### config.mk
export PLATFORM = sky130hd
export DESIGN_NAME = alu_arith_seq
export DESIGN_NICKNAME = d
export VERILOG_FILES = /design/src/rtl/alu_arith_pkg.sv /design/src/rtl/alu_addsub.sv /design/src/rtl/alu_arith_seq.sv
export SDC_FILE = /design/constraint.sdc
export NUM_CORES = 1
export LEC_CHECK = 0
export BUFFER_PORTS_ARGS = -buffer_cell sky130_fd_sc_hd__buf_2
export CORE_MARGIN = 10
export CORE_UTILIZATION = 57
export DETAILED_ROUTE_END_ITERATION = 8
export GPL_TIMING_DRIVEN = 0
export HOLD_SLACK_MARGIN = 0.02
export PLACE_DENSITY = 0.88
export SETUP_SLACK_MARGIN = 0.1
export SYNTH_ARGS = -nofsm -noshare
export SYNTH_HDL_FRONTEND = slang
export SYNTH_SLANG_ARGS = --single-unit
export TNS_END_PERCENT = 30
### constraint.sdc
create_clock -name clk -period 10.1 [get_ports clk]
set_clock_uncertainty 0.15 [all_clocks]
set_input_delay 2.02 -clock clk [delete_from_list [all_inputs] [get_ports clk]]
set_output_delay 2.02 -clock clk [all_outputs]
set_load 0.01 [all_outputs]
### src/rtl/alu_arith_pkg.sv
// rtl/alu_arith_pkg.sv - shared types and helpers for the sequential arithmetic unit
package alu_arith_pkg;

    typedef enum logic [2:0] {
        ADD  = 3'b000,
        SUB  = 3'b001,
        INC  = 3'b010,
        DEC  = 3'b011,
        MUL  = 3'b100,
        DIV  = 3'b101,
        RSV0 = 3'b110,
        RSV1 = 3'b111
    } op_t;

    typedef enum logic {
        IDLE = 1'b0,
        RUN  = 1'b1
    } state_t;

    // Iteration counter has to hold the value WIDTH itself, not just WIDTH-1
    function automatic int cnt_width(input int width);
        return $clog2(width + 1);
    endfunction

endpackage

### src/rtl/alu_addsub.sv
// rtl/alu_addsub.sv - combinational adder with carry-in, carry-out and signed overflow
module alu_addsub
    import alu_arith_pkg::*;
#(
    parameter int WIDTH = 8
) (
    input  logic [WIDTH-1:0] a,
    input  logic [WIDTH-1:0] b,
    input  logic             c_in,
    output logic [WIDTH-1:0] sum,
    output logic             c_out,
    output logic             overflow
);

    logic [WIDTH:0] w_full;

    assign w_full   = {1'b0, a} + {1'b0, b} + {{WIDTH{1'b0}}, c_in};
    assign sum      = w_full[WIDTH-1:0];
    assign c_out    = w_full[WIDTH];
    // Signed overflow: both addends share a sign and the sum's sign differs from it
    assign overflow = (a[WIDTH-1] == b[WIDTH-1]) && (sum[WIDTH-1] != a[WIDTH-1]);

endmodule

### src/rtl/alu_arith_seq.sv
// rtl/alu_arith_seq.sv - multi-cycle add/sub/inc/dec, shift-add multiply and restoring divide
module alu_arith_seq
    import alu_arith_pkg::*;
#(
    parameter int WIDTH = 8
) (
    input  logic             clk,
    input  logic             rst,
    input  logic             start,
    input  logic [2:0]       op,
    input  logic [WIDTH-1:0] a,
    input  logic [WIDTH-1:0] b,
    output logic             busy,
    output logic             done,
    output logic [WIDTH-1:0] result,
    output logic [WIDTH-1:0] result_hi,
    output logic             c_out,
    output logic             negative,
    output logic             overflow,
    output logic             zero,
    output logic             div_by_zero
);

    localparam int CW = cnt_width(WIDTH);

    state_t           r_state;
    logic             r_is_div;
    logic [WIDTH-1:0] r_b;
    logic [WIDTH-1:0] r_hi;     // MUL: accumulator, DIV: partial remainder
    logic [WIDTH-1:0] r_lo;     // MUL: multiplier shifting out / product low, DIV: dividend in / quotient out
    logic [CW-1:0]    r_cnt;

    logic [WIDTH-1:0] w_as_a;
    logic [WIDTH-1:0] w_as_b;
    logic             w_as_cin;
    logic [WIDTH-1:0] w_as_sum;
    logic             w_as_c;
    logic             w_as_ovf;

    logic [WIDTH-1:0] w_mul_sum;
    logic             w_mul_c;
    logic             w_unused_mul_ovf;
    logic [WIDTH:0]   w_mul_acc;

    logic [WIDTH-1:0] w_div_sh;
    logic             w_div_take;

    logic [WIDTH-1:0] w_nx_hi;
    logic [WIDTH-1:0] w_nx_lo;

    // Remainder shifted left with the next dividend bit; its top bit drops out of w_div_sh
    assign w_div_sh   = {r_hi[WIDTH-2:0], r_lo[WIDTH-1]};
    // Subtract succeeds if the dropped bit was set (value >= 2^WIDTH > b) or no borrow occurred
    assign w_div_take = r_hi[WIDTH-1] | w_as_c;
    // Shift-add step: add multiplicand when the current multiplier bit is 1
    assign w_mul_acc  = r_lo[0] ? {w_mul_c, w_mul_sum} : {1'b0, r_hi};

    // Shared adder operands: trial subtraction while dividing, else the requested single-cycle op
    always_comb begin
        w_as_a   = a;
        w_as_b   = b;
        w_as_cin = 1'b0;
        if (r_state == RUN) begin
            w_as_a   = w_div_sh;
            w_as_b   = ~r_b;
            w_as_cin = 1'b1;
        end else begin
            case (op_t'(op))
                SUB: begin
                    w_as_b   = ~b;
                    w_as_cin = 1'b1;
                end
                INC: begin
                    w_as_b   = '0;
                    w_as_cin = 1'b1;
                end
                DEC: begin
                    w_as_b   = '1;
                end
                default: ;
            endcase
        end
    end

    alu_addsub #(.WIDTH(WIDTH)) u_addsub (
        .a        (w_as_a),
        .b        (w_as_b),
        .c_in     (w_as_cin),
        .sum      (w_as_sum),
        .c_out    (w_as_c),
        .overflow (w_as_ovf)
    );

    alu_addsub #(.WIDTH(WIDTH)) u_mul_add (
        .a        (r_hi),
        .b        (r_b),
        .c_in     (1'b0),
        .sum      (w_mul_sum),
        .c_out    (w_mul_c),
        .overflow (w_unused_mul_ovf)
    );

    // Next iteration state for whichever long operation is running
    always_comb begin
        w_nx_hi = w_mul_acc[WIDTH:1];
        w_nx_lo = {w_mul_acc[0], r_lo[WIDTH-1:1]};
        if (r_is_div) begin
            w_nx_hi = w_div_take ? w_as_sum : w_div_sh;
            w_nx_lo = {r_lo[WIDTH-2:0], w_div_take};
        end
    end

    // Control FSM with registered result, flags and handshake
    always_ff @(posedge clk) begin
        if (rst) begin
            r_state     <= IDLE;
            r_is_div    <= 1'b0;
            r_b         <= '0;
            r_hi        <= '0;
            r_lo        <= '0;
            r_cnt       <= '0;
            busy        <= 1'b0;
            done        <= 1'b0;
            result      <= '0;
            result_hi   <= '0;
            c_out       <= 1'b0;
            negative    <= 1'b0;
            overflow    <= 1'b0;
            zero        <= 1'b0;
            div_by_zero <= 1'b0;
        end else begin
            done <= 1'b0;
            case (r_state)
                IDLE: begin
                    if (start) begin
                        case (op_t'(op))
                            ADD, SUB, INC, DEC: begin
                                result      <= w_as_sum;
                                result_hi   <= '0;
                                c_out       <= w_as_c;
                                negative    <= w_as_sum[WIDTH-1];
                                overflow    <= w_as_ovf;
                                zero        <= (w_as_sum == '0);
                                div_by_zero <= 1'b0;
                                done        <= 1'b1;
                            end
                            MUL, DIV: begin
                                r_is_div <= (op_t'(op) == DIV);
                                r_b      <= b;
                                r_hi     <= '0;
                                r_lo     <= a;
                                r_cnt    <= CW'(WIDTH);
                                r_state  <= RUN;
                                busy     <= 1'b1;
                            end
                            default: begin
                                result      <= '0;
                                result_hi   <= '0;
                                c_out       <= 1'b0;
                                negative    <= 1'b0;
                                overflow    <= 1'b0;
                                zero        <= 1'b1;
                                div_by_zero <= 1'b0;
                                done        <= 1'b1;
                            end
                        endcase
                    end
                end
                RUN: begin
                    r_hi  <= w_nx_hi;
                    r_lo  <= w_nx_lo;
                    r_cnt <= r_cnt - 1'b1;
                    if (r_cnt == CW'(1)) begin
                        result    <= w_nx_lo;
                        result_hi <= w_nx_hi;
                        negative  <= w_nx_lo[WIDTH-1];
                        zero      <= (w_nx_lo == '0);
                        if (r_is_div) begin
                            c_out       <= 1'b0;
                            overflow    <= 1'b0;
                            div_by_zero <= (r_b == '0);
                        end else begin
                            c_out       <= |w_nx_hi;
                            overflow    <= |w_nx_hi;
                            div_by_zero <= 1'b0;
                        end
                        done    <= 1'b1;
                        busy    <= 1'b0;
                        r_state <= IDLE;
                    end
                end
                default: r_state <= IDLE;
            endcase
        end
    end

endmodule

==> summary.txt <==
Synth
  • Adder-Cell Fraction of Synth Area: 7.84%
  • Flip-flop and latch count after synthesis: 52
  • Share of synthesized area occupied by flip-flops and latches: 29.9%
  • Count of flip-flops with a built-in enable after synthesis: 0
  • Post-synthesis net count: 486
  • Share of the synthesized netlist area taken by xor and xnor gates: 3.02%
  • Mean post-synth cell area: 7.84 µm²
  • Area fraction in and, or, nand and nor cells after synthesis: 21.8%
  • Gate count of the mapped netlist: 444
  • Synth Cell Area: 0.00348 mm²
  • Dominant register cell in the synthesized netlist: dfxtp_1
  • Multiplexer area fraction after synthesis: 8.52%
  • Synth Warn #: 0
  • Unique cell type count in the Yosys netlist: 55
  • Compound-cell area share of the yosys netlist: 24.3%
  • Post-synthesis async set-or-reset flop share: 0%
  • Combinational family with the most area after synthesis: compound AO/OA/AOI/OAI gates

Die
  • Initial standard-cell utilization of the core: 58.8%
  • Rows: 28
  • Core ar.: 0.00592 mm²
  • Die width: 98.1 µm
  • Floorplan die height: 98.1 µm
  • Die area: 0.00963 mm²
  • Top Ports: 45

STA
  • Number of setup violations in the final report: 0
  • Least-Margin Pin Slew: 0.849 ns
  • Setup repair after global routing missed its margin: false
  • Final-report hold violation count: 0
  • Share of the clock period used by the worst path: 62.7%
  • Fin Setup TNS: 0 ns
  • Hold WS: 0.302 ns
  • Max-slew violation total from the final report: 0
  • Least setup slack across all paths after layout: 3.77 ns
  • Maximum clock rate: 158 MHz
  • Worst rel slew slack: 43.4%
  • Final Critical Period: 6.33 ns

Clock network
  • Clock tree from TritonCTS: done
  • Clk Latency, worst-skew pair: 0.32 ns
  • Setup bufs post-CTS: 0
  • Clock net sink count: 52
  • Post-cts gate resize count: 0
  • Number of CTS-inserted buffers: 5
  • CTS Root Buffer Type: clkbuf_8
  • Buffers from clock root to sink, at most: 2
  • Hold buffer count at cts: 0
  • H-tree depth reported by CTS: 2
  • Clock slew seen by the registers of the worst setup and hold paths: 0.10 ns

Setup path
  • WP data arrival: 6.38 ns
  • Worst endpoint required time: 10.14 ns
  • Endpoint class of the critical path: flip-flop
  • Bufs and invs on worst path: 2
  • Category of the worst setup path launch point: primary input
  • Largest incremental delay on the critical path: 0.57 ns
  • Delay-heaviest family, CP: compound AO/OA/AOI/OAI gates
  • Critical path's slowest cell: or4b_1
  • Peak fanout along the critical path: 10
  • Critical Path Most Common Cell: fa_1
  • Type of the worst setup path: in -> reg
  • Chain of cells forming the critical path: buf_2 -> clkbuf_1 -> o221ai_1 -> o21a_1 -> fa_1 -> fa_1 -> nand2b_1 -> a211o_1 -> a31oi_2 -> mux2i_1 -> a221oi_1 -> or4b_1 -> o41ai_2 -> a211oi_1

Pwr
  • Leak Pwr: 0.00155 µW
  • Worst IR Drop VDD: 0.0838 mV
  • Power per standard cell area: 135 mW/mm²

Detailed routing
  • Routed WL: 11300 µm
  • Vias: 3754
  • Final ANT Viol Nets: 0
  • Detailed Route Iter0 Violations: 366
  • Drt drc: 0
  • Routed via count divided by cell count: 6.59
  • Routed WL per cell: 19.9 µm
  • DRT Pass-1 Iters: 5

Place
  • DP Worst Slack: 3.56 ns
  • DP Cell Count: 562
  • Number of I/O port buffers: 43
  • Detailed placer's ending HPWL: 8650 µm
  • Final weighted congestion in routability-driven placement: 0.988

GRT
  • Maximum number of pins on one net before global-route repair: 17
  • GRT overflow: 0
  • Wire length of the first global-routing pass: 18300 µm
  • GR Util All Layers: 22.4%
  • Via count of the first global-routing pass: 3642
  • Antenna violations before repair: 0

Job
  • Total of max-cap violations: 0

Final layout
  • Diodes inserted: 0
  • Synth-to-Final Area Change: 11.4%
  • NumNets Final: 536
  • Post-layout utilization of the core: 65.4%
  • Fraction of layout cells with a size suffix above 1: 15.2%
  • Number of non-filler instances in the completed layout: 570

Worst hold path
  • Hold/Removal Path Class: reg -> reg

Outcome
  • Run status: completed
-- routing by layer --
metal / GRT usage (%) / up-vias / routed length [µm]
li1: - / 1712 / -
met1: 27.1 / 1733 / 4460
met2: 36.3 / 248 / 5070
met4: 9.04 / 0 / 468
met3: 6.55 / 61 / 1330
met5: 0 / - / 0
-- through the flow --
stage,total power (µW),area (µm²)
2_1_floorplan,344,3480
5_1_grt,543,3870
3_5_place_dp,393,3790
4_1_cts,515,3870
3_3_place_gp,387,3790
6_report,522,3870
-- registers in the layout (all words and copies together), names as in the netlist --
register and cells:
overflow 1, result 8, c_out 1, r_cnt 4, done 1, result_hi 8, r_lo 8, zero 1
r_b 8, busy 1, r_is_div 1, r_state 1, div_by_zero 1, r_hi 8
-- cell usage after synthesis, types with 6 or more instances --
cell type,instances,area (µm²)
xor2_1,6,52.6
o221ai_1,9,78.8
o21ai_0,19,95.1
ha_1,17,213
a211oi_1,22,165
nor3_1,16,80.1
clkbuf_1,22,82.6
mux2i_1,15,150
dfxtp_1,52,1040
a21oi_1,43,215
nand2_1,40,150
mux2_2,13,146
a22oi_1,6,45.0
xnor2_1,6,52.6
nor2b_1,9,56.3
inv_1,6,22.5
nor2_1,69,259
nand3_1,10,50.1
-- worst register-to-register path, delay by kind of cell, from the launching register on --
family	cells	cell delay, ns
flip-flops	1	0.32
adder cells (fa/ha/maj)	2	0.90
multiplexers	2	0.48
buffers and inverters	3	1.22
AND/OR/NAND/NOR	2	0.76
AO/OA/AOI/OAI	5	1.41
-- cell usage in the layout, fill, tap and decap left out, drive strengths merged, types with 2 or more instances in the layout --
master and count:
o21ai 19, nor2 69, a22oi 6, a31oi 4, a21o 3, inv 7, a21oi 44, buf 52
mux2 13, dfxtp 52, o21a 3, nand3 10, ha 17, xnor2 6, nand2b 4, and2 2
o221ai 9, clkinv 2, nor2b 9, and3 3, or4 2, a211o 2, or3 2, a211oi 23
or4b 2, a221oi 3, fa 3, o31ai 2, xor2 6, a311oi 3, mux2i 15, o41ai 2
nor3 16, clkbuf 28, nand2 40
-- logic make-up after synthesis --
group	Yosys count
fa+ha+maj	20
buf+inv	38
flops	52
mux	28
xor+xnor	12
simple gates	167
compound gates	127
-- area by class of cell --
class	instances	area, µm²
multi-input cells	354	2280
clock buffers	6	72.6
fillers	518	2050
clock inverters	2	13.8
inverters	7	26.3
well taps	75	93.8
flip-flops and latches	52	1040
plain buffers	31	131
repair buffers	43	215
-- path summary, 6_finish.rpt --
path | start | to | slack (ns) | cells past startpoint
max | op[2] | overflow$_SDFFE_PP0P_ | 3.77 | 14
min | result_hi[2]$_SDFFE_PP0P_ | result_hi[2]$_SDFFE_PP0P_ | 0.30 | 2
max reg2reg | r_state$_SDFF_PP0_ | overflow$_SDFFE_PP0P_ | 4.75 | 14
min reg2reg | result_hi[2]$_SDFFE_PP0P_ | result_hi[2]$_SDFFE_PP0P_ | 0.30 | 2
-- report_power, final --
group / total, µW / leakage, µW / switching (µW) / internal (µW)
Clock: 126 / 0.0000456 / 76.2 / 49.7
Sequential: 223 / 0.000424 / 8.14 / 215
Combinational: 173 / 0.00108 / 108 / 64.9
Total: 522 / 0.00155 / 192 / 330
Power figures use the tool's default switching activity.
